## src/rtl/mem_check_pkg.sv

```systemverilog
// Shared types for the data-memory write checker: state codes, table entry layout
// and index-width helpers.
package mem_check_pkg;

    // Widest address/data the expectation table can hold (AW, DW <= MWC_MAX_W).
    localparam int MWC_MAX_W = 32;

    localparam logic [2:0] S_IDLE    = 3'd0;
    localparam logic [2:0] S_RUN     = 3'd1;
    localparam logic [2:0] S_PASS    = 3'd2;
    localparam logic [2:0] S_FAIL    = 3'd3;
    localparam logic [2:0] S_TIMEOUT = 3'd4;

    typedef enum logic [2:0] {
        ST_IDLE    = S_IDLE,
        ST_RUN     = S_RUN,
        ST_PASS    = S_PASS,
        ST_FAIL    = S_FAIL,
        ST_TIMEOUT = S_TIMEOUT
    } mwc_state_t;

    typedef struct packed {
        logic [MWC_MAX_W-1:0] addr;
        logic [MWC_MAX_W-1:0] data;
        logic                 is_byte;
    } mwc_entry_t;

    function automatic int mwc_idx_w(input int depth);
        return (depth > 1) ? $clog2(depth) : 1;
    endfunction

endpackage

```

## src/rtl/mwc_expect_table.sv

```systemverilog
// Expected-write table: DEPTH entries, one synchronous write port, combinational read.
module mwc_expect_table
    import mem_check_pkg::*;
#(
    parameter  int DEPTH = 8,
    localparam int IW    = mwc_idx_w(DEPTH)
) (
    input  logic          clk,
    input  logic          we,
    input  logic [IW-1:0] widx,
    input  mwc_entry_t    wentry,
    input  logic [IW-1:0] ridx,
    output mwc_entry_t    rentry
);

    // Contents survive reset so a table can be loaded once and re-run.
    mwc_entry_t mem [DEPTH];

    always_ff @(posedge clk) begin
        if (we) begin
            mem[widx] <= wentry;
        end
    end

    assign rentry = mem[ridx];

endmodule

```

## config.mk

```make
export PLATFORM = sky130hd
export DESIGN_NAME = mwc_expect_table
export DESIGN_NICKNAME = d
export VERILOG_FILES = /design/src/rtl/mem_check_pkg.sv /design/src/rtl/mwc_expect_table.sv
export SDC_FILE = /design/constraint.sdc
export NUM_CORES = 1
export LEC_CHECK = 0
export ABC_AREA = 1
export BUFFER_PORTS_ARGS = -buffer_cell sky130_fd_sc_hd__buf_2
export CORE_MARGIN = 2
export CORE_UTILIZATION = 50
export CTS_BUF_LIST = sky130_fd_sc_hd__clkbuf_2
export DETAILED_ROUTE_END_ITERATION = 10
export HOLD_SLACK_MARGIN = 0.1
export PLACE_DENSITY = 0.7
export SYNTH_ARGS = -nofsm -noshare
export SYNTH_HDL_FRONTEND = slang
export SYNTH_SLANG_ARGS = --single-unit
```

## constraint.sdc

```tcl
create_clock -name clk -period 4.5 [get_ports clk]
set_input_delay 0.225 -clock clk [delete_from_list [all_inputs] [get_ports clk]]
set_output_delay 0.225 -clock clk [all_outputs]
set_load 0.05 [all_outputs]
```

### Word level (Yosys, flattened, before mapping)

Memories as Yosys holds them, arrays and structs flattened.
Index checks and enable logic that the tools add are counted.

| storage, ports and cells | value |
|---|---|
| logic and storage cells | 3 |
| memory bits (read-only) | 0 |
| input bits | 73 |
| bits in writable memories | 520 |
| flip-flop bits (word level) | 0 |
| memories kept | 1 |
| latch bits | 0 |

| cells by class | value |
|---|---|
| magnitude comparators | 0 |
| equality and inequality tests | 0 |
| div/mod/pow operators | 0 |
| bitwise operators | 0 |
| shift-type cells | 0 |
| multipliers | 0 |
| mux-type cells | 2 |
| add/subtract/negate cells | 0 |
| reductions and logical operators | 0 |

Memories:

| memory | depth | width | rd ports | clocked after memory_dff | wr ports | line | RTL |
|---|---|---|---|---|---|---|---|
| mem | 8 | 65 | 1 | 0 | 1 | mwc_expect_table.sv:17 | `mwc_entry_t mem [DEPTH];` |

Operators by type and width:

| cell | count |
|---|---|
| $mux W1 | 2 |

### Longest topological paths before layout

Gate-level depths: netlist of run 1.

| logic depth | value |
|---|---|
| word-level depth | 2 |
| mapped depth | 9 |
| depth with buffers taken out | 6 |

### Worst setup path after synthesis of run 1

No wires, ideal clock.

| timing | value |
|---|---|
| kind | input to register |
| start | input port widx[0] |
| end | memory mem[0][0] in the netlist's numbering, enable pin |
| path slack | 927 ps |
| arrival | 3084 ps |
| buffers on the path | 0 |
| stages on the path | 3 |
| required time | 4011 ps |
| path through | inv_1 nand2_1 nor2_1 |

RTL lines:

| item | line | RTL |
|---|---|---|
| start: declaration | mwc_expect_table.sv:10 | `input logic [IW-1:0] widx,` |
| end: declaration | mwc_expect_table.sv:17 |  |

Straight into the memory's write port.

==> impl_metrics.yaml, run 1 <==
power:
  power.density_nw_per_um2: 362
  peakVddDrop_mv: 0.157
  p_leak_nw: 12.4
  p_total_mw: 9.55
global_route:
  grt.overflow.total: 0
  grt.total_usage_pct: 22.3
  grt_max_degree: 103
  grt_pass1_wl_mm: 81.5
  grt_pass1_vias: 15700
  antenna_found_initial: 6
synthesis:
  synth.mux.area_fraction_pct: 0
  synth_cells: 2265
  ys_ff_latch: 520
  synthSimpleGateAreaFrac_pct: 20.0
  synthesis.area_um2: 22700
  ys_seq_area_share_pct: 68.9
  syn_avg_cell_area_um2: 10.0
  synth_xor_area_share_pct: 0
  synth_warnings: 0
  yosys.cell_types.count: 12
  synth.net_count: 2338
  synth_fa_ha_area_share_pct: 0
  synth-compound-area-share_pct: 0
  synth_top_family_by_area: "simple AND/OR/NAND/NOR gates"
placement:
  dpl_cell_area_um2: 23900
  routabilityCongestion: 0.776
  port_buffers: 137
  dp_slack_ns: 1.61
  dp_cells: 2914
  hpwl_mm: 26.3
hold_path:
  min_delay_path_depth: 4
  holdPathEnd: "mem[2][56]$_DFFE_PP_"
  holdCritStartpoint: "widx[1]"
  hold_class: "in2reg"
final_layout:
  regMostFlops: "mem"
  largest_reg_flops: 520
  final_cells: 3275
  reg_top3: "mem (520)"
  fin_util_pct: 59.3
  final_nets: 2655
  syn_to_final_growth_pct: 16.5
  drive_gt1_share_pct: 13.0
  final_area_um2: 26400
sta:
  finalWorstSetupSlack_ns: 1.55
  finalCriticalPeriod_ns: 2.95
  rsz0062_at_grt: "false"
  maxSlewViolCount: 0
  worst_pin_slew_ns: 1.27
  fin_crit_sh_pct: 65.5
  slew_headroom_pct: 15.0
  hold_viol_final: 0
  finalSetupTns_ns: 0
  hold_slack_ns: 0.314
  fmax_mhz: 339
  setup_viol_count_final: 0
setup_path:
  worstSetupStartpointType: "input port"
  endpoint_kind: "output pin"
  crit_arrival_ns: 2.72
  cp_data_required_time_ns: 4.28
  path_class: "in2out"
  critPathMaxFanout: 50
floorplan:
  core_um2: 44500
  dieArea_um2: 47000
  start_util_pct: 50.9
  fp.dieW_um: 217
  pin_count: 138
  num_rows: 77
  die_y_um: 217
drt:
  num_vias: 15700
  via_per_inst: 4.80
  drc: 0
  ant_nets: 0
  routedWlPerCell_um: 15.8
  routed_wl_mm: 51.8
  dr.pass1.iters: 5
  drt_iter0_markers: 1220
clock_tree:
  cts-root-buf: "clkbuf_2"
  postCtsResizedCells: 0
  cts_buffers: 121
  cts_sinks: 520
  path_clk_slew_ns: 0.11
  ctsLongestPathBuffers: 3
  cts_tree: "done"
  htreeDepth: 3
flow_run:
  drv_cap: 0
run_status:
  status: "finished, final reports clean"
power breakdown:
group / internal, mW / total, mW / switching [mW] / leakage, nW
clock network: 1.19 / 2.98 / 1.79 / 0.836
registers: 5.49 / 5.52 / 0.0340 / 4.72
logic: 0.304 / 1.05 / 0.746 / 6.87
how the worst max path moves through the flow:
stage | from | to | slack, ns | cells after the start
global route | ridx[1] | rentry[57] | 1.45 | 8
CTS | ridx[1] | rentry[6] | 1.59 | 8
global placement | ridx[1] | rentry[22] | 1.61 | 8
finish | ridx[1] | rentry[0] | 1.55 | 8
floorplan | widx[0] | mem[0][0]$_DFFE_PP_ | 0.93 | 3
detailed placement | ridx[1] | rentry[6] | 1.61 | 8
layer usage:
| metal | share of wire, % | up-vias | wire (um) | track usage (%) |
|---|---|---|---|---|
| li1 | - | 7758 | - | - |
| met1 | 42 | 7361 | 21900 | 28.3 |
| met2 | 49 | 536 | 25400 | 37.6 |
| met3 | 6.7 | 78 | 3450 | 4.46 |
| met4 | 2.0 | 2 | 1030 | 8.88 |
| met5 | 0.014 | - | 7 | 0 |
cell type report:
class                           instances  area [um^2]
Fill cell                            3706        18100
Sequential cell                       520        15600
Multi-Input combinational cell       1119         4590
Timing Repair Buffer                  294         2340
Inverter                              526         1980
Clock buffer                          169          846
Tap cell                              592          741
Clock inverter                         49          269
Antenna cell                            6         15.0
kinds of logic (layout without fill, tap and decap cells):
kind of cell | count (synthesis) | after routing
AND/OR/NAND/NOR | 1119 | 1119
buffers and inverters | 626 | 1038
flip-flops | 520 | 520
other | 0 | 6
critical path, stage by stage:
cell     delay, ns
buf_4         0.41
buf_4         0.62
buf_4         0.64
nand3_1       0.14
nand2_1       0.11
nand2_1       0.08
nand2_1       0.13
buf_2         0.26
synthesized netlist by cell type:
cell      count  area share (%)
inv_2         1           0.017
clkbuf_1     20            0.33
buf_1         2           0.033
buf_2        54             1.2
buf_4        22            0.73
nand2_1     851              14
buf_6         2           0.099
edfxtp_1    520              69
nand3_1     260             5.7
inv_4         1           0.028
inv_1       524             8.7
nor2_1        8            0.13
cells in the final DEF (no fill, tap or decap), drive strengths merged:
cell type / instances
clkbuf: 170
dlygate4sd3: 137
nor2: 8
bufinv: 3
buf: 156
clkinv: 43
nand2: 851
inv: 529
edfxtp: 520
diode: 6
nand3: 260
repair_timing:
action	CTS	global route
hold endpoints to repair	1033	0
buffers inserted	0	0
hold buffers	137	0
Note: power is estimated with default switching activity, not from simulation.
==> inputs of run 2 (changes only) <==
- ABC_AREA: 1 -> 0
- clock period: 4.5 -> 2.75 ns (I/O delays scaled with it)
==> run 2 against run 1 <==
Clock power is 55% higher. Worst hold slack improved by 0.095 ns. Critical path depth down 5. First-iteration DRC count is 51% lower. Routed wire length fell by 24%. Sequential share of layout area grew 7.1 points. Area after synthesis fell by 14%. Clock-buffer cell count rose by 6. Core utilization rose by 1.7 points. Via count fell by 40%. Global-route usage decreased by 2.4 points. Flip-flop and latch count stayed put. Critical endpoint is now rentry[17].
==> impl_metrics.yaml, run 2 <==
clock_tree:
  cts_sinks: 520
  cts_buffers: 121
  postCtsResizedCells: 0
  cts-root-buf: "clkbuf_2"
  cts_tree: "done"
  ctsHoldBuffers: 136
  htreeDepth: 3
  ctsLongestPathBuffers: 3
  path_clk_slew_ns: 0.11
  cts_setup_buffers: 0
sta:
  finalCriticalPeriod_ns: 2.52
  finalWorstSetupSlack_ns: 0.227
  fin_crit_sh_pct: 91.7
  setup_viol_count_final: 0
  rsz0062_at_grt: "false"
  slew_headroom_pct: 42.3
  fmax_mhz: 396
  worst_pin_slew_ns: 0.863
  hold_viol_final: 0
  hold_slack_ns: 0.409
  finalSetupTns_ns: 0
  maxSlewViolCount: 0
global_route:
  grt.total_usage_pct: 19.8
  grt_max_degree: 66
  grt_pass1_wl_mm: 59.9
  antenna_found_initial: 4
  grt_pass1_vias: 10300
  grt.overflow.total: 0
synthesis:
  synth_top_area_share_pct: 79.8
  synth_cells: 764
  synth_common_cells: "edfxtp_1, mux4_2, mux2_2"
  ys_seq_area_share_pct: 79.8
  synth-edff-count: 520
  synthFlopType: "edfxtp_1"
  yosys.cell_types.count: 11
  ys_ff_latch: 520
  synth_top_cell_by_area: "edfxtp_1"
  yosysMostFrequentCell: "edfxtp_1"
  synthesis.area_um2: 19600
  synth_warnings: 0
  synth.net_count: 837
  syn_avg_cell_area_um2: 25.6
  yosys-top-cells-area: "edfxtp_1, mux4_2, mux2_2, buf_6, clkbuf_1"
  ys_async_sr_fraction_pct: 0
hold_path:
  min_delay_path_depth: 4
  hold_class: "in2reg"
  holdPathEnd: "mem[4][45]$_DFFE_PP_"
  holdCritStartpoint: "widx[0]"
final_layout:
  fin_util_pct: 61.0
  register_area_um2: 15600
  multi_input_area_um2: 3790
  syn_to_final_growth_pct: 20.6
  final_nets: 1222
  largest_reg_flops: 520
  reg_top3: "mem (520)"
  layout_commonest_cell: "edfxtp_1"
  drive_gt1_share_pct: 43.9
  final_cell_mix: "edfxtp_1, clkbuf_2, dlygate4sd3_1"
  regMostFlops: "mem"
  n_fill_cell: 2732
  final_cells: 1760
run_status:
  status: "finished, final reports clean"
setup_path:
  endpoint_kind: "output pin"
  cp_data_required_time_ns: 2.61
  critPathMaxFanout: 1
  worstSetupStartpointType: "flop"
  crit_arrival_ns: 2.39
  path_class: "reg2out"
drt:
  num_vias: 9435
  wl_met2_mm: 19.2
  drc: 0
  dr.pass1.iters: 5
  drt_iter0_markers: 592
  m1WireLength_mm: 17.4
  via_per_inst: 5.36
  wl_met3_mm: 2.19
  routed_wl_mm: 39.3
  routedWlPerCell_um: 22.3
  top_layer_used: "met4"
  ant_nets: 0
floorplan:
  die_y_um: 202
  fp.dieW_um: 202
  num_rows: 72
  core_um2: 38600
  dieArea_um2: 40700
  start_util_pct: 50.6
  pin_count: 138
placement:
  dp_cells: 1408
  dp_slack_ns: 0.663
  routabilityCongestion: 0.698
  hpwl_mm: 19.6
  port_buffers: 137
power:
  peakVddDrop_mv: 0.349
  power.density_nw_per_um2: 641
  p_leak_nw: 7.95
flow_run:
  drv_cap: 0
## run 2: per-stage QoR
stage	power, mW	cell area, um^2
2_1_floorplan	10.1	19600
6_report	15.1	23600
5_1_grt	15.8	23600
3_5_place_dp	10.6	21200
4_1_cts	15.3	23600
3_3_place_gp	10.5	21200
## run 2: cells by family after synthesis
kind of cell / share of synthesized area, %
buffers and inverters: 1.14
multiplexers: 18.7
flip-flops: 79.8
AND/OR/NAND/NOR: 0.301
## run 2: critical path: stages (launching register included)
cell,delay (ns)
edfxtp_1,0.41
mux4_2,0.47
mux2_2,0.30
buf_2,0.22
## run 2: worst max-delay path by stage
stage	end	slack (ns)	from
after CTS	rentry[15]	0.06	mem[5][15]$_DFFE_PP_
after detailed placement	rentry[31]	0.66	ridx[0]
after floorplan	mem[1][0]$_DFFE_PP_	-0.81	widx[2]
final	rentry[17]	0.23	mem[2][17]$_DFFE_PP_
after global routing	rentry[15]	0.06	mem[5][15]$_DFFE_PP_
after global placement	rentry[3]	0.69	ridx[0]
## run 2: power by group
group	switching [mW]	total (mW)	internal, mW	leakage, nW
clock network	2.82	4.61	1.78	0.805
registers	0.0542	9.03	8.98	4.72
logic	0.882	1.48	0.601	2.42
## run 2: area by class of cell
type	count	share of cell area [%]
Antenna cell	4	0.0425
Clock buffer	175	3.71
Clock inverter	37	0.706
Multi-Input combinational cell	208	16.1
Sequential cell	520	66.2
Tap cell	518	2.75
Timing Repair Buffer	298	10.5
## run 2: per-layer routing
metal  vias to the layer above  GRT usage (%)
met2                       257           31.7
met3                        45           4.76
met1                      4960           27.4
met5                         -              0
met4                         0           6.59
li1                       4173              -
